**src/rtl/gate_debounce_pkg.sv**
```systemverilog
// Shared types and defaults for the gate input debouncer: per-channel FSM
// states, the default stability window and the counter sizing helper.
package gate_debounce_pkg;

  typedef enum logic {
    IDLE    = 1'b0,
    PENDING = 1'b1
  } deb_state_t;

  localparam int DEFAULT_DEBOUNCE_CYCLES = 4;

  function automatic int cnt_width(input int cycles);
    return $clog2(cycles + 1);
  endfunction

endpackage

```
**src/rtl/gate_debounce_bit.sv**
```systemverilog
// One debounced channel: two-flop synchroniser, stability counter/FSM,
// output bubble and optional edge pulses (macro GATE_DEBOUNCE_EDGE_EN).
module gate_debounce_bit
  import gate_debounce_pkg::*;
#(
  parameter int DEBOUNCE_CYCLES = DEFAULT_DEBOUNCE_CYCLES,
  parameter bit BUBBLE          = 1'b0
) (
  input  logic clock,
  input  logic reset,
  input  logic din,
  output logic dout,
  output logic stable,
  output logic rise_pulse,
  output logic fall_pulse
);

  localparam int              CNT_W  = cnt_width(DEBOUNCE_CYCLES);
  localparam logic [CNT_W-1:0] LAST   = CNT_W'(DEBOUNCE_CYCLES - 1);
  localparam bit              SINGLE = (DEBOUNCE_CYCLES == 1);

  logic             meta_p0;
  logic             sync_p1;
  logic             deb;
  logic             deb_nxt;
  logic [CNT_W-1:0] cnt;
  logic [CNT_W-1:0] cnt_nxt;
  deb_state_t       state;
  deb_state_t       state_nxt;

  function automatic logic [CNT_W-1:0] cnt_step(input logic [CNT_W-1:0] c);
    if (c >= LAST) return LAST;
    return c + CNT_W'(1);
  endfunction

  // Stage p0/p1: synchroniser for the asynchronous pin
  always_ff @(posedge clock) begin
    if (reset) begin
      meta_p0 <= 1'b0;
      sync_p1 <= 1'b0;
    end else begin
      meta_p0 <= din;
      sync_p1 <= meta_p0;
    end
  end

  // Stability FSM: state, counter and accepted level
  always_ff @(posedge clock) begin
    if (reset) begin
      state <= IDLE;
      cnt   <= '0;
      deb   <= 1'b0;
    end else begin
      state <= state_nxt;
      cnt   <= cnt_nxt;
      deb   <= deb_nxt;
    end
  end

  always_comb begin
    state_nxt = state;
    cnt_nxt   = cnt;
    deb_nxt   = deb;
    case (state)
      IDLE: begin
        if (sync_p1 != deb) begin
          // A one-cycle window accepts the new level immediately.
          if (SINGLE) begin
            deb_nxt = ~deb;
            cnt_nxt = '0;
          end else begin
            state_nxt = PENDING;
            cnt_nxt   = CNT_W'(1);
          end
        end
      end
      PENDING: begin
        if (sync_p1 == deb) begin
          state_nxt = IDLE;
          cnt_nxt   = '0;
        end else if (cnt >= LAST) begin
          state_nxt = IDLE;
          cnt_nxt   = '0;
          deb_nxt   = ~deb;
        end else begin
          cnt_nxt = cnt_step(cnt);
        end
      end
      default: begin
        state_nxt = IDLE;
        cnt_nxt   = '0;
      end
    endcase
  end

  assign dout   = deb ^ BUBBLE;
  assign stable = (state == IDLE);

`ifdef GATE_DEBOUNCE_EDGE_EN
  logic dout_p2;

  // Stage p2: previous output, reset to the bubble so reset never pulses
  always_ff @(posedge clock) begin
    if (reset) begin
      dout_p2 <= BUBBLE;
    end else begin
      dout_p2 <= dout;
    end
  end

  assign rise_pulse = dout & ~dout_p2;
  assign fall_pulse = ~dout & dout_p2;
`else
  assign rise_pulse = 1'b0;
  assign fall_pulse = 1'b0;
`endif

endmodule

```
**src/rtl/gate_input_debouncer.sv**
```systemverilog
// WIDTH independent debounced gate inputs with per-channel output bubbles;
// edge pulses are built only when GATE_DEBOUNCE_EDGE_EN is defined.
module gate_input_debouncer
  import gate_debounce_pkg::*;
#(
  parameter int               WIDTH           = 2,
  parameter int               DEBOUNCE_CYCLES = DEFAULT_DEBOUNCE_CYCLES,
  parameter logic [WIDTH-1:0] BubblesMask     = '0
) (
  input  logic             clock,
  input  logic             reset,
  input  logic [WIDTH-1:0] data_in,
  output logic [WIDTH-1:0] data_out,
  output logic [WIDTH-1:0] stable,
  output logic [WIDTH-1:0] rise_pulse,
  output logic [WIDTH-1:0] fall_pulse
);

  for (genvar g = 0; g < WIDTH; g++) begin : g_chan
    gate_debounce_bit #(
      .DEBOUNCE_CYCLES(DEBOUNCE_CYCLES),
      .BUBBLE         (BubblesMask[g])
    ) u_bit (
      .clock     (clock),
      .reset     (reset),
      .din       (data_in[g]),
      .dout      (data_out[g]),
      .stable    (stable[g]),
      .rise_pulse(rise_pulse[g]),
      .fall_pulse(fall_pulse[g])
    );
  end

endmodule

```
**config.mk**
```make
export PLATFORM = sky130hd
export DESIGN_NAME = gate_input_debouncer
export DESIGN_NICKNAME = d
export VERILOG_FILES = /design/src/rtl/gate_debounce_pkg.sv /design/src/rtl/gate_debounce_bit.sv /design/src/rtl/gate_input_debouncer.sv
export SDC_FILE = /design/constraint.sdc
export NUM_CORES = 1
export LEC_CHECK = 0
export BUFFER_PORTS_ARGS = -buffer_cell sky130_fd_sc_hd__buf_2
export CAP_MARGIN = 20
export CORE_MARGIN = 2
export CORE_UTILIZATION = 35
export CTS_CLUSTER_SIZE = 16
export DETAILED_ROUTE_END_ITERATION = 10
export PLACE_DENSITY_LB_ADDON = 0.25
export SETUP_SLACK_MARGIN = 0.1
export SLEW_MARGIN = 20
export SYNTH_ARGS = -nofsm -noshare
export SYNTH_HDL_FRONTEND = slang
export SYNTH_SLANG_ARGS = --single-unit
```
**constraint.sdc**
```tcl
create_clock -name clock -period 3.8 [get_ports clock]
set_clock_uncertainty 0.05 [all_clocks]
set_input_delay 0 -clock clock [delete_from_list [all_inputs] [get_ports clock]]
set_output_delay 0 -clock clock [all_outputs]
set_load 0.005 [all_outputs]
```
==> metrics.log, run 1 <==
INFO  metric final_hold_viol_count = 0
INFO  metric synthesis.area_per_instance = 9.57 um^2
INFO  metric wire_length_of_the_first_global_routing_pass = 1560 um
INFO  metric die_area = 2310 um^2
INFO  metric timing_max_transition_violations_final = 0
INFO  metric nets = 87
INFO  metric timing.critical_path.max_delay_family = adder cells
INFO  metric path_buf_inv = 0
INFO  metric path_class = flip-flop to flip-flop
INFO  metric vias_per_cell = 4.52
INFO  metric place.port_buffers = 7
INFO  metric globalplace.congestion = 0.678
INFO  metric cpMaxStageDelayCell = dfxtp_1
INFO  metric clock_path_buffers = 2
INFO  metric cts.hold.buffers_added = 2
INFO  metric syn-cell-area = 679 um^2
INFO  metric distinct_cell_type_count_after_synthesis = 23
INFO  metric gr-usage-all-layers = 10.1%
INFO  metric grt_pass1_vias = 367
INFO  metric place.detailed.hpwl = 736 um
INFO  metric worstSkewPairLatency = 0.27 ns
INFO  metric power-per-cell-area = 337 nW/um^2
INFO  metric setup_tns = 0 ns
INFO  metric area.growth.synth_to_final = 8.10%
INFO  metric antenna_violations_before_repair = 0
INFO  metric synthMostInstantiatedCell = dfxtp_1
INFO  metric setup_repair_after_global_routing_missed_its_margin = no
INFO  metric final_layout_size_suffix_gt1_share = 16.9%
INFO  metric cts.repair_timing.setup_buffer_count = 0
INFO  metric synth_enable_flop_cells = 0
INFO  metric post-route-period-util = 36.9%
INFO  metric dr.pass1.iters = 4
INFO  metric root_buffer = clkbuf_4
INFO  metric first_iter_violations = 5
INFO  metric sequential_area_share_after_synthesis = 41.3%
INFO  metric worst-path-max-fanout = 4
INFO  metric cp_cell_sequence = ha_1, ha_1, a211oi_4, nor2_1, mux2i_1
INFO  metric synth_flop_cell = dfxtp_1
INFO  metric syn_inst = 71
INFO  metric routed-via-count = 461
INFO  metric dieWidth = 48.1 um
INFO  metric synthTopCellsByArea = dfxtp_1 (41%), buf_4 (8.8%), ha_1 (7.4%)
INFO  metric setup_viol_count_final = 0
INFO  metric worst_path_most_repeated_cell = ha_1
INFO  metric io_pins = 12
INFO  metric yosys_warnings = 0
INFO  metric synthDominantCellAreaShare = 41.3%
INFO  metric effective_utilization_at_floorplan = 38.1%
INFO  metric cp-start-kind = flip-flop
INFO  metric period_needed = 1.40 ns
INFO  metric clk_pin_slew = 0.07 ns
INFO  metric cp_slowest_stage_delay = 0.36 ns
INFO  metric synth-async-reset-ratio = 0%
INFO  metric synth_top_area_cell = dfxtp_1
INFO  metric placeableCoreArea = 1780 um^2
INFO  metric std_cell_rows = 15
INFO  metric route.antenna.remaining_nets = 0
INFO  metric worst_ep_arrival_time = 1.51 ns
INFO  metric worstPathRequired = 3.91 ns
INFO  metric die_y = 48.1 um
INFO  metric grt_max_degree = 18
INFO  metric max_cap_violations = 0
INFO  metric timing.hold.worst.class = primary input to flip-flop
INFO  metric drt-wirelength-per-cell = 9.45 um
INFO  metric status = finished clean
INFO  metric worst_setup_path_end_kind = flip-flop
INFO  metric power.static_leakage = 0.280 nW
INFO  metric htree_levels = 1
INFO  metric global_route.overflow_total = 0
INFO  metric irDropWorstVdd = 194 uV
INFO  metric cts_tree = built
INFO  metric final_core_utilization = 41.2%
INFO  metric most_frequent_cells_after_synthesis = dfxtp_1 (14), buf_4 (8), nor2_1 (7)
INFO  metric drc_errors = 0
INFO  metric diodes = 0
INFO  metric cts-buffers-inserted = 3
INFO  metric count_of_cells_resized_by_post_cts_repair = 0
INFO  metric postSynthRegisterBits = 14
INFO  metric timing.fmax = 0.712 GHz
INFO  metric routed_wirelength = 964 um
INFO  metric tritoncts_num_sinks = 14
worst reg2reg max path: cells and delay by family, from the launching register on:
family | cells | cell delay [ns]
AO/OA/AOI/OAI | 1 | 0.22
flip-flops | 1 | 0.36
multiplexers | 1 | 0.13
AND/OR/NAND/NOR | 1 | 0.10
adder cells (fa/ha/maj) | 2 | 0.44
sequential cells by signal, indices dropped and copies added (netlist names):
| register | cells |
|---|---|
| g_chan.u_bit.dout | 2 |
| g_chan.u_bit.state | 2 |
| g_chan.u_bit.meta_p0 | 2 |
| g_chan.u_bit.sync_p1 | 2 |
| g_chan.u_bit.cnt | 6 |
worst paths after layout:
check                           from                 endpoint  slack, ns  cells past startpoint
max reg2reg   g_chan[0].u_bit.cnt[0]     g_chan[0].u_bit.dout       2.40                      5
max           g_chan[0].u_bit.cnt[0]     g_chan[0].u_bit.dout       2.40                      5
min                            reset   g_chan[0].u_bit.cnt[0]       0.03                      2
min reg2reg  g_chan[1].u_bit.meta_p0  g_chan[1].u_bit.sync_p1       0.39                      1
cells by family after synthesis:
group,Yosys count,synth area share [%]
AO/OA/AOI/OAI,7,9.21
XOR/XNOR,4,6.26
adder cells (fa/ha/maj),4,7.37
buffers and inverters,13,11.8
flip-flops,14,41.3
multiplexers,2,2.95
other,1,0.552
AND/OR/NAND/NOR,26,20.6
cell usage in the layout, fill, tap and decap left out, drive strengths merged:
master	n
a211oi	2
a21oi	3
buf	7
clkbuf	3
conb	4
dfxtp	14
dlygate4sd3	2
ha	4
inv	4
mux2i	2
nand2b	3
nand3	3
nand4	3
nand4b	1
nor2	7
nor2b	4
nor3	4
o22ai	1
o41ai	1
or2b	1
xnor2	2
xor2	2
stage by stage:
step                setup WS [ns]  power (mW)  area (um^2)  hold slack, ns  cells
global route                 2.29       0.262          734          0.0467    102
detailed placement           2.40       0.170          692           0.165     97
global placement             2.43       0.170          692           0.164     97
finish                       2.40       0.247          734          0.0260    102
CTS                          2.38       0.253          734          0.0158    102
floorplan                    2.50       0.170          691          0.0216     74
final cells by class:
cell class              count  area, um^2
repair buffers              9        55.1
flip-flops and latches     14         280
well taps                  25        31.3
clock buffers               3        22.5
fillers                   189        1050
multi-input cells          47         330
inverters                   4        15.0
per-layer routing:
metal	wire length [um]	GRT usage, %
met3	36	2.26
met5	0	0
met1	482	13.3
met2	432	14.1
met4	12	8.11
where the power goes:
part	internal [mW]	leakage, nW	switching, mW
clock network	0.0366	0.0138	0.0423
registers	0.150	0.114	0.00323
logic	0.00708	0.152	0.00780
No activity file was read; power rests on OpenSTA's default activity.
==> run 2: changes to the inputs <==
- clock period: 3.8 -> 1.14 ns (I/O delays scaled with it)
==> run 2 against run 1 <==
Effect of this change: the run now ends with negative setup slack left; flip-flop and latch count is the same; routed wire length grew 22%; count of clock-buffer cells in the layout grew 1; register-to-register slack lost 2.5 ns; largest cell class unchanged; cell area grew 21%; sequential power grew to 3.3 times the previous value; setup slack lost 2.5 ns; critical path depth is the same; global-route usage grew 2.4 points.
==> metrics.log, run 2 (synthesized netlist as in run 1, its figures left out) <==
INFO  metric effective_utilization_at_floorplan = 38.1% (unchanged)
INFO  metric first_iter_violations = 3 (-2)
INFO  metric worst-path-max-fanout = 3 (-1)
INFO  metric r2r_slack = -0.15 ns (-2.54 ns)
INFO  metric worst_slack = -0.147 ns (-2.54 ns)
INFO  metric antenna_violations_before_repair = 0 (unchanged)
INFO  metric root_buffer = clkbuf_4
INFO  metric setup_repair_after_global_routing_missed_its_margin = yes
INFO  metric global_route.overflow_total = 0 (unchanged)
INFO  metric gr-usage-all-layers = 12.5% (+2.4 points)
INFO  metric reg2reg_from = g_chan[0].u_bit.cnt[0]
INFO  metric top_register = g_chan.u_bit.cnt
INFO  metric dp.cells = 103 (+6.2%)
INFO  metric worst_setup_path_end_kind = flip-flop
INFO  metric period_needed = 1.29 ns (-0.117 ns)
INFO  metric final_hold_viol_count = 0 (unchanged)
INFO  metric nets = 94 (+8.0%)
INFO  metric clk_pin_slew = 0.09 ns (+0.02 ns)
INFO  metric worst_hold_startpoint = reset
INFO  metric dieWidth = 48.1 um (unchanged)
INFO  metric std_cell_rows = 15 (unchanged)
INFO  metric whs_path_depth = 2 (unchanged)
INFO  metric setup_viol_count_final = 9 (+9)
INFO  metric crit-reg2reg-capture = g_chan[0].u_bit.dout
INFO  metric failing_checks = negative setup slack
INFO  metric cts_tree = built
INFO  metric routed-via-count = 501 (+8.7%)
INFO  metric routed_wirelength = 1180 um (+22%)
INFO  metric mostFrequentLayoutCell = dfxtp_1
INFO  metric cp_slowest_stage_delay = 0.36 ns (about the same)
INFO  metric placeableCoreArea = 1780 um^2 (unchanged)
INFO  metric clock_path_buffers = 2 (unchanged)
INFO  metric io_pins = 12 (unchanged)
INFO  metric timing.fmax = 0.777 GHz (+9.0%)
INFO  metric diodes = 0 (unchanged)
INFO  metric irDropWorstVdd = 773 uV (+300%)
INFO  metric wire_length_of_the_first_global_routing_pass = 1950 um (+25%)
INFO  metric power.total = 0.872 mW (+250%)
INFO  metric cpMaxStageDelayCell = dfxtp_4
INFO  metric worstPathRequired = 1.25 ns (-2.66 ns)
INFO  metric most-common-layout-cells = dfxtp_1 (8), buf_2 (7), buf_4 (7), nor2_1 (5), dfxtp_2 (5)
INFO  metric place.detailed.hpwl = 880 um (+20%)
INFO  metric status = finished with violations
INFO  metric timing_max_transition_violations_final = 0 (unchanged)
INFO  metric place.port_buffers = 7 (unchanged)
INFO  metric power.static_leakage = 0.325 nW (+16%)
INFO  metric cp_cell_sequence = ha_4, ha_4, a211oi_4, nor2_2, mux2i_1
INFO  metric area.growth.synth_to_final = 30.4%
INFO  metric holdPathEnd = g_chan[1].u_bit.cnt[2]
INFO  metric met1_usage = 13.3% (+0.031 points)
INFO  metric die_area = 2310 um^2 (unchanged)
INFO  metric drc_errors = 0 (unchanged)
INFO  metric die_y = 48.1 um (unchanged)
INFO  metric dp_slack = -0.115 ns (-2.52 ns)
INFO  metric worst_path_most_repeated_cell = ha_4
INFO  metric cts-buffers-inserted = 3 (unchanged)
INFO  metric max_cap_violations = 0 (unchanged)
INFO  metric timing.hold.worst.class = primary input to flip-flop
INFO  metric htree_levels = 1 (unchanged)
INFO  metric grt_max_degree = 18 (unchanged)
INFO  metric final_core_utilization = 49.7% (+8.5 points)
INFO  metric path_class = flip-flop to flip-flop
INFO  metric met2_usage = 21.6% (+7.5 points)
INFO  metric final_layout_size_suffix_gt1_share = 41.2% (+24 points)
INFO  metric power-per-cell-area = 984 nW/um^2 (+190%)
INFO  metric worstSkewPairLatency = 0.29 ns (+0.02 ns)
INFO  metric tritoncts_num_sinks = 14 (unchanged)
INFO  metric grt_pass1_vias = 493 (+34%)
INFO  metric globalplace.congestion = 0.718 (+6.0%)
INFO  metric grt_use_met3 = 4.53% (+2.3 points)
INFO  metric setup_tns = -0.927 ns (-0.927 ns)
INFO  metric route.antenna.remaining_nets = 0 (unchanged)
INFO  metric layout.filler_cells = 170 (-10%)
INFO  metric dr.pass1.iters = 4 (unchanged)
INFO  metric cp-start-kind = flip-flop
INFO  metric grt-busiest-layer = met2
INFO  metric r2r_cells = 5 (unchanged)
INFO  metric drt-wirelength-per-cell = 10.7 um (+13%)
INFO  metric vias_per_cell = 4.55 (+0.77%)
INFO  metric final_cells = 110 (+7.8%)
INFO  metric post-route-period-util = 113% (+76 points)
INFO  metric worst_ep_arrival_time = 1.40 ns (-0.11 ns)
INFO  metric largest_register_ff_count = 6 (unchanged)
[run 2: changes by cell type in the layout (fill, tap and decap cells not counted), sizes merged]
cell | before | now
clkbuf | 3 | 4
buf | 7 | 14
[run 2: worst max-delay path by stage]
stage / from / endpoint / slack, ns / cells after the start
global route: g_chan[0].u_bit.cnt[0] / g_chan[0].u_bit.dout / -0.23 / 5
CTS: g_chan[0].u_bit.cnt[0] / g_chan[0].u_bit.dout / -0.15 / 5
finish: g_chan[0].u_bit.cnt[0] / g_chan[0].u_bit.dout / -0.15 / 5
floorplan: g_chan[0].u_bit.cnt[0] / g_chan[0].u_bit.dout / -0.06 / 5
detailed placement: g_chan[0].u_bit.cnt[0] / g_chan[0].u_bit.cnt[1] / -0.12 / 5
global placement: g_chan[0].u_bit.cnt[0] / g_chan[0].u_bit.dout / -0.10 / 5
[run 2: where the power goes]
part | leakage (nW) | total [mW] | switching [mW] | internal [mW]
Clock | 0.0150 | 0.295 | 0.160 | 0.136
Sequential | 0.117 | 0.511 | 0.0102 | 0.501
Combinational | 0.193 | 0.0651 | 0.0334 | 0.0317
[run 2: through the flow]
step	hold WS, ns	cell area (um^2)
after detailed placement	0.174	797
final	0.0163	886
after global routing	0.0286	886
after floorplan	0.0216	751
after global placement	0.161	797
after CTS	0.00598	873
[run 2: layout make-up]
| cell class | count | area, um^2 | share of cell area [%] |
|---|---|---|---|
| clock buffers | 4 | 26.3 | 2.97 |
| inverters | 4 | 15.0 | 1.69 |
| multi-input cells | 47 | 415 | 46.9 |
| flip-flops and latches | 14 | 290 | 32.8 |
| well taps | 25 | 31.3 | 3.53 |
| repair buffers | 16 | 108 | 12.1 |
[run 2: layer usage]
layer / wire [um] / up-vias
li1: - / 254
met1: 507 / 228
met2: 586 / 15
met3: 58 / 4
met4: 23 / 0
met5: 0 / -
[run 2: critical path: cells and delay by family, from the launching register on]
family	cells	cell delay [ns]
AO/OA/AOI/OAI	1	0.22
adder cells (fa/ha/maj)	2	0.32
flip-flops	1	0.36
multiplexers	1	0.12
AND/OR/NAND/NOR	1	0.09
[run 2: what timing repair did]
| item | CTS | global route |
|---|---|---|
| pin swaps | 4 | 4 |
| endpoints found under the hold margin | 2 | 0 |
| gates cloned | 0 | 0 |
| buffers inserted | 1 | 0 |
| endpoints found under the setup margin | 10 | 10 |
| resized for setup | 4 | 4 |
| hold buffers | 2 | 0 |
